File: config.mk
export PLATFORM = sky130hd
export DESIGN_NAME = tl_handshake_monitor
export DESIGN_NICKNAME = d
export VERILOG_FILES = /design/src/rtl/tl_handshake_monitor.sv
export SDC_FILE = /design/constraint.sdc
export NUM_CORES = 1
export LEC_CHECK = 0
export CORE_UTILIZATION = 42
export CTS_BUF_LIST = sky130_fd_sc_hd__clkbuf_8
export DETAILED_ROUTE_END_ITERATION = 8
export PLACE_DENSITY_LB_ADDON = 0.3
export SLEW_MARGIN = 40
export SYNTH_ARGS = -nofsm -noshare
export SYNTH_HDL_FRONTEND = slang
export SYNTH_SLANG_ARGS = --single-unit
File: constraint.sdc
create_clock -name clock -period 5.2 [get_ports clock]
set_clock_uncertainty 0.1 [all_clocks]
set_input_delay 1.04 -clock clock [delete_from_list [all_inputs] [get_ports clock]]
set_output_delay 1.04 -clock clock [all_outputs]
set_load 0.01 [all_outputs]
File: src/rtl/tl_handshake_monitor.sv
// Per-channel request/response handshake checker: in-flight counting, payload stability,
// optional stall timeout (enable with TL_HANDSHAKE_MONITOR_TIMEOUT_EN).
module tl_handshake_monitor #(
    parameter int unsigned CHANNELS        = 2,
    parameter int unsigned DATA_W          = 32,
    parameter int unsigned MAX_OUTSTANDING = 8,
    parameter int unsigned TIMEOUT         = 255,
    localparam int unsigned CNT_W          = $clog2(MAX_OUTSTANDING + 1)
) (
    input  logic                      clock,
    input  logic                      reset,
    input  logic [CHANNELS-1:0]       a_valid,
    input  logic [CHANNELS-1:0]       a_ready,
    input  logic [CHANNELS*DATA_W-1:0] a_data,
    input  logic [CHANNELS-1:0]       d_valid,
    input  logic [CHANNELS-1:0]       d_ready,
    output logic [CHANNELS-1:0]       err_stable,
    output logic [CHANNELS-1:0]       err_overflow,
    output logic [CHANNELS-1:0]       err_underflow,
    output logic [CHANNELS-1:0]       err_timeout,
    output logic                      err_any,
    output logic [CHANNELS*CNT_W-1:0] outstanding
);

    logic [CNT_W-1:0]  cnt_q  [CHANNELS];
    logic [CNT_W-1:0]  cnt_d  [CHANNELS];
    logic [DATA_W-1:0] data_q [CHANNELS];
    logic [DATA_W-1:0] data_d [CHANNELS];
    logic [CHANNELS-1:0] stall_q, stall_d;
    logic [CHANNELS-1:0] stable_q, stable_d;
    logic [CHANNELS-1:0] over_q, over_d;
    logic [CHANNELS-1:0] under_q, under_d;
    logic [CHANNELS-1:0] timeout_q;
    logic                err_any_q, err_any_d;

    always_comb begin
        stall_d  = stall_q;
        stable_d = '0;
        over_d   = '0;
        under_d  = '0;
        for (int i = 0; i < CHANNELS; i++) begin
            cnt_d[i]  = cnt_q[i];
            data_d[i] = data_q[i];
            if (a_valid[i] && a_ready[i] && !(d_valid[i] && d_ready[i])) begin
                if (cnt_q[i] == CNT_W'(MAX_OUTSTANDING)) over_d[i] = 1'b1;
                else                                      cnt_d[i] = cnt_q[i] + 1'b1;
            end else if (d_valid[i] && d_ready[i] && !(a_valid[i] && a_ready[i])) begin
                if (cnt_q[i] == '0) under_d[i] = 1'b1;
                else                cnt_d[i]   = cnt_q[i] - 1'b1;
            end
            if (stall_q[i] && (!a_valid[i] || a_data[i*DATA_W +: DATA_W] != data_q[i])) begin
                stable_d[i] = 1'b1;
            end
            // Recapture on every stalled edge so one payload change reports exactly once.
            if (a_valid[i] && !a_ready[i]) begin
                stall_d[i] = 1'b1;
                data_d[i]  = a_data[i*DATA_W +: DATA_W];
            end else begin
                stall_d[i] = 1'b0;
            end
        end
        err_any_d = err_any_q | (|stable_q) | (|over_q) | (|under_q) | (|timeout_q);
    end

    always_ff @(posedge clock or posedge reset) begin
        if (reset) begin
            for (int i = 0; i < CHANNELS; i++) begin
                cnt_q[i]  <= '0;
                data_q[i] <= '0;
            end
            stall_q   <= '0;
            stable_q  <= '0;
            over_q    <= '0;
            under_q   <= '0;
            err_any_q <= 1'b0;
        end else begin
            for (int i = 0; i < CHANNELS; i++) begin
                cnt_q[i]  <= cnt_d[i];
                data_q[i] <= data_d[i];
            end
            stall_q   <= stall_d;
            stable_q  <= stable_d;
            over_q    <= over_d;
            under_q   <= under_d;
            err_any_q <= err_any_d;
        end
    end

`ifdef TL_HANDSHAKE_MONITOR_TIMEOUT_EN
    logic [15:0]         to_q [CHANNELS];
    logic [15:0]         to_d [CHANNELS];
    logic [CHANNELS-1:0] timeout_d;

    // Counter saturates at the limit so a long stall reports only once.
    always_comb begin
        timeout_d = '0;
        for (int i = 0; i < CHANNELS; i++) begin
            to_d[i] = to_q[i];
            if (a_valid[i] && !a_ready[i]) begin
                if (to_q[i] != 16'(TIMEOUT)) begin
                    to_d[i] = to_q[i] + 16'd1;
                    if (to_q[i] + 16'd1 == 16'(TIMEOUT)) timeout_d[i] = 1'b1;
                end
            end else begin
                to_d[i] = '0;
            end
        end
    end

    always_ff @(posedge clock or posedge reset) begin
        if (reset) begin
            for (int i = 0; i < CHANNELS; i++) to_q[i] <= '0;
            timeout_q <= '0;
        end else begin
            for (int i = 0; i < CHANNELS; i++) to_q[i] <= to_d[i];
            timeout_q <= timeout_d;
        end
    end
`else
    assign timeout_q = '0;
`endif

    always_comb begin
        outstanding = '0;
        for (int i = 0; i < CHANNELS; i++) outstanding[i*CNT_W +: CNT_W] = cnt_q[i];
    end

    assign err_stable    = stable_q;
    assign err_overflow  = over_q;
    assign err_underflow = under_q;
    assign err_timeout   = timeout_q;
    assign err_any       = err_any_q;

`ifndef SYNTHESIS
    always_ff @(posedge clock) begin
        for (int i = 0; i < CHANNELS; i++) begin
            if (stable_q[i])  $display("tl_handshake_monitor: ch%0d stable error", i);
            if (over_q[i])    $display("tl_handshake_monitor: ch%0d overflow error", i);
            if (under_q[i])   $display("tl_handshake_monitor: ch%0d underflow error", i);
            if (timeout_q[i]) $display("tl_handshake_monitor: ch%0d timeout error (%0d cycles)",
                                       i, TIMEOUT);
        end
    end
`endif

endmodule

After elaboration in Yosys (flattened, before gate mapping)
Index checks and enable logic that the tools add are counted.
Storage, ports and cells
  flip-flop bits (word level): 81
Operators by class
  reductions and logical operators: 31
  equal/unequal tests: 8
  add/subtract/negate cells: 4
  multiplexer cells: 22
  bitwise operators: 3
Operators by type and width (count)
  $ne A32 B32 Y1: 2
  $mux W4: 8
  $mux W1: 14
  $logic_and A1 B1 Y1: 12
  $add A4 B1 Y4 const B: 2
  $eq A4 B4 Y1 const B: 2
  $logic_not A1 Y1: 8
  $logic_not A4 Y1: 2
  $ne A2 B2 Y1 const B: 4
  $sub A4 B1 Y4 const B: 2
  $reduce_and A3 Y1: 2
  $reduce_or A2 Y1: 3
  $reduce_bool A2 Y1: 2
  $or A1 B1 Y1: 3
  $logic_or A1 B1 Y1: 2

Longest topological paths before layout
  depth in word-level cells: 5
  depth in mapped cells: 9
  mapped depth without buffers: 9

Worst setup path before layout
No wires, ideal clock.
  path kind: input port to flip-flop
  from: input port a_valid[1]
  to: register cnt_q (netlist bit outstanding[7])
  slack: 2544 ps
  data required time: 4972 ps
  path buffers: 0
  data arrival time: 2428 ps
  stages: 9
  path through: and2_1 -> ha_1 -> inv_1 -> ha_1 -> a21o_1 -> a21oi_1 -> xnor2_1 -> nand2_1 -> xnor2_1
On the way
  longest elaborated chain between the ends: 5
  elaborated cells on any way between the ends: 9
  those cells by class: 2 x eq/ne; 1 x mux; 6 x reduce/logical
Ends and longest elaborated chain
  start: declaration: RTL line 12  | input logic [CHANNELS-1:0] a_valid,
  $logic_and A1 B1 Y1 (*): RTL line 44, 47
  $logic_not A1 Y1: RTL line 47  | end else if (d_valid[i] && d_ready[i] && !(a_valid[i] && a_ready[i])) begin
  $logic_and A1 B1 Y1: RTL line 47
  $reduce_bool A2 Y1 (no source line)
  $reduce_and A3 Y1 (no source line)
  end signal: indexed assignment: RTL line 78  | cnt_q[i] <= cnt_d[i];
  end: declaration: RTL line 25  | logic [CNT_W-1:0] cnt_q [CHANNELS];
Every way passes the cells marked *; elsewhere a longest branch is shown, timed or not.
A chain may end at the register's enable or synchronous reset.

Final worst setup path
Same ends and word-level chain as after synthesis.

==> flow_summary.toml <==
[setup_path]
arrival_ns = 3.03
r2r_cells = 5
ff2ff_setup_slack_ns = 3.21
reg2reg_to = "err_stable[1]"
cpLargestDelayFamily = "buffers and inverters"
slowest_stage = "clkdlybuf4s50_1"
crit_end = "outstanding[7]"
cpPeakStageDelay_ns = 0.49
path_depth = 10
rr_startpoint = "data_q[26]"
cp_cell_sequence = "clkdlybuf4s50_1, and2_1, ha_1, inv_1, ha_1, a21o_1, a21oi_1, xnor2_1, nand2_1, xnor2_1"
end_kind = "flip-flop"
worstPathMaxFanout = 4
cp.required_ns = 5.33
crit_buf_inv = 2
critPathLaunch = "a_valid[1]"
setup.worst_path.class = "in -> reg"
start_kind = "input pin"

[layout]
multiInputGateArea_mm2 = 0.00184
nets = 480
diodes = 0
final_cell_area_mm2 = 0.00519
nFillCells = 757
drive_gt1_share_pct = 21.2
seqCellArea_mm2 = 0.00203
areaGrowthSynthToFinish_pct = 31.9

[global_routing]
grt_max_degree = 47
globalRouteTotalUtil_pct = 15.7
grt_pass1_wl_um = 11900
grt_pass1_vias = 2605
antenna_found_initial = 0
grt-ovfl-total = 0

[timing]
hold_viol = 0
rsz0062_at_grt = "false"
relSlewSlack_pct = 62.4
fin_crit_sh_pct = 55.8
setup_violations = 0
max_freq_mhz = 345
finalSetupTns_ns = 0
final.setup.worst_slack_ns = 2.30
worst_pin_slew_ns = 0.564
drv_slew = 0
min_period_ns = 2.90

[floorplan]
die_w_um = 98.8
die_h_um = 98.8
core_area_mm2 = 0.00889
core.rowCount = 34
io_pins = 91
initial_core_util_pct = 44.3
dieArea_mm2 = 0.00976

[clock_network]
cts_inserted_buffers = 9
clk_pin_slew_ns = 0.07
clk_path_buf_depth = 2
numClockSinks = 81
cts.repair.resized = 0
cts_root_buf = "clkbuf_8"
htree_levels = 3
post_cts_buffers = 0
cts.hold.buffers_added = 0
cts_tree = "done"
clk-insertion-delay-late_ns = 0.35

[power_and_ir_drop]
seqPwrFrac_pct = 43.7
leakage_nw = 2.09
cellPowerDensity_mw_per_mm2 = 370
swShare_pct = 26.4
clkPwrFrac_pct = 30.6
combPwrFrac_pct = 25.7
switchingPower_mw = 0.506
ir_drop_uv = 140
p_int_mw = 1.41
power_mw = 1.92

[synthesis]
async_flop_share_pct = 100
yosys_warnings = 0
ys_top_cells_by_area = "dfrtp_1 (51%), mux2_2 (18%), xnor2_1 (14%), ha_1 (2.5%), xor2_1 (2.4%)"
synth-edff-count = 0
synth_common_cells = "dfrtp_1 (81), mux2_2 (64), xnor2_1 (63), nand4_1 (14)"
ys_seq_area_share_pct = 51.5
synth_area_per_cell_um2 = 13.0
yosysTopAreaCell = "dfrtp_1"
ys_types = 24
synth.ff_latch_count = 81
yosysTopAreaCellShare_pct = 51.5
syn_area_mm2 = 0.00394
syn_inst = 303
synth_flop_cell = "dfrtp_1"
yosysMostFrequentCell = "dfrtp_1"

[placement]
portBuffers = 88
hpwl_um = 5000
place_ws_ns = 1.93
globalplace.congestion = 0.789
dpl_cell_area_mm2 = 0.00493

[routing]
via_count = 2534
vias_per_cell = 4.98
wl_per_cell_um = 13.4
drc = 0
routed_wl_um = 6810
drt-pass1-iter-count = 4
ant_nets = 0
drt_iter0_drc = 61

[worst_hold_path]
worstHoldPathCells = 2
worstHoldPathType = "reg -> reg"

[run_status]
status = "complete, no violations"

[job]
cap_viol_max_count = 0
==> kinds of logic (layout without fill, tap and decap cells) <==
kind of cell    Yosys count  after routing  share of synthesized area, %
compound gates           10             10                          1.81
other cells               1              2                        0.0953
mux                      64             64                          18.3
fa+ha+maj                10             10                          3.56
flops                    81             81                          51.5
buf+inv                  17            114                          2.00
xor+xnor                 74             74                          16.5
simple gates             46             46                          6.26
==> registers in the layout (all words and copies together), names as in the netlist <==
| signal | count |
|---|---|
| err_stable | 2 |
| outstanding | 8 |
| data_q | 64 |
| err_underflow | 2 |
| stall_q | 2 |
| err_any | 1 |
| err_overflow | 2 |
==> through the flow <==
step / instances / hold slack, ns / util (%)
after detailed placement: 493 / 0.356 / 55.5
after global routing: 509 / 0.411 / 58.4
after CTS: 509 / 0.376 / 58.4
after global placement: 493 / 0.355 / 55.5
after floorplan: 304 / 0.353 / -
final: 509 / 0.369 / 58.4
==> worst register-to-register path: stages (launching register included) <==
cell,delay [ns]
dfrtp_1,0.39
xnor2_1,0.17
nand4_1,0.11
nor4_1,0.49
nand4_1,0.16
o41a_1,0.45
==> final cells by class <==
cell class | count | share of cell area (%)
flip-flops and latches | 81 | 39.0
multi-input cells | 206 | 35.4
repair buffers | 91 | 17.4
well taps | 108 | 2.60
clock inverters | 7 | 2.58
clock buffers | 9 | 2.39
inverters | 7 | 0.554
==> power by group through the flow <==
stage / logic, mW / registers, mW / clock network (mW)
2_1_floorplan: 0.307 / 0.848 / 0
3_3_place_gp: 0.485 / 0.844 / 0
3_5_place_dp: 0.501 / 0.851 / 0
4_1_cts: 0.503 / 0.839 / 0.606
5_1_grt: 0.549 / 0.856 / 0.635
6_report: 0.494 / 0.838 / 0.587
==> per-layer routing <==
metal	vias to the layer above	share of wire [%]	wire [um]	global-route usage, %
met5	-	0	0	0
met4	0	2.0	137	7.23
met3	12	5.5	376	4.54
met2	56	47	3220	25.2
met1	1241	45	3080	19.6
li1	1225	-	-	-
==> worst min path at each step <==
| stage | start | endpoint | slack, ns |
|---|---|---|---|
| floorplan | stall_q[0] | err_stable[0] | 0.35 |
| global placement | err_any | err_any | 0.35 |
| detailed placement | err_any | err_any | 0.36 |
| CTS | err_any | err_any | 0.38 |
| global route | err_underflow[0] | err_any | 0.41 |
| finish | err_any | err_any | 0.37 |
==> placed cells by master, fill, tap and decap left out, drive strengths merged <==
| master | n |
|---|---|
| o41a | 2 |
| bufinv | 4 |
| clkinv | 2 |
| nand2 | 11 |
| nor2 | 3 |
| a21oi | 5 |
| mux2 | 64 |
| a21o | 2 |
| nor4 | 5 |
| nor2b | 2 |
| inv | 8 |
| nor3 | 3 |
| clkbuf | 9 |
| nand3 | 2 |
| and3 | 4 |
| clkdlybuf4s50 | 88 |
| ha | 8 |
| xnor2 | 63 |
| nand4 | 14 |
| and2 | 2 |
| fa | 2 |
| a22o | 1 |
| conb | 2 |
| xor2 | 11 |
| dfrtp | 81 |
| buf | 3 |
Power figures use the tool's default switching activity.
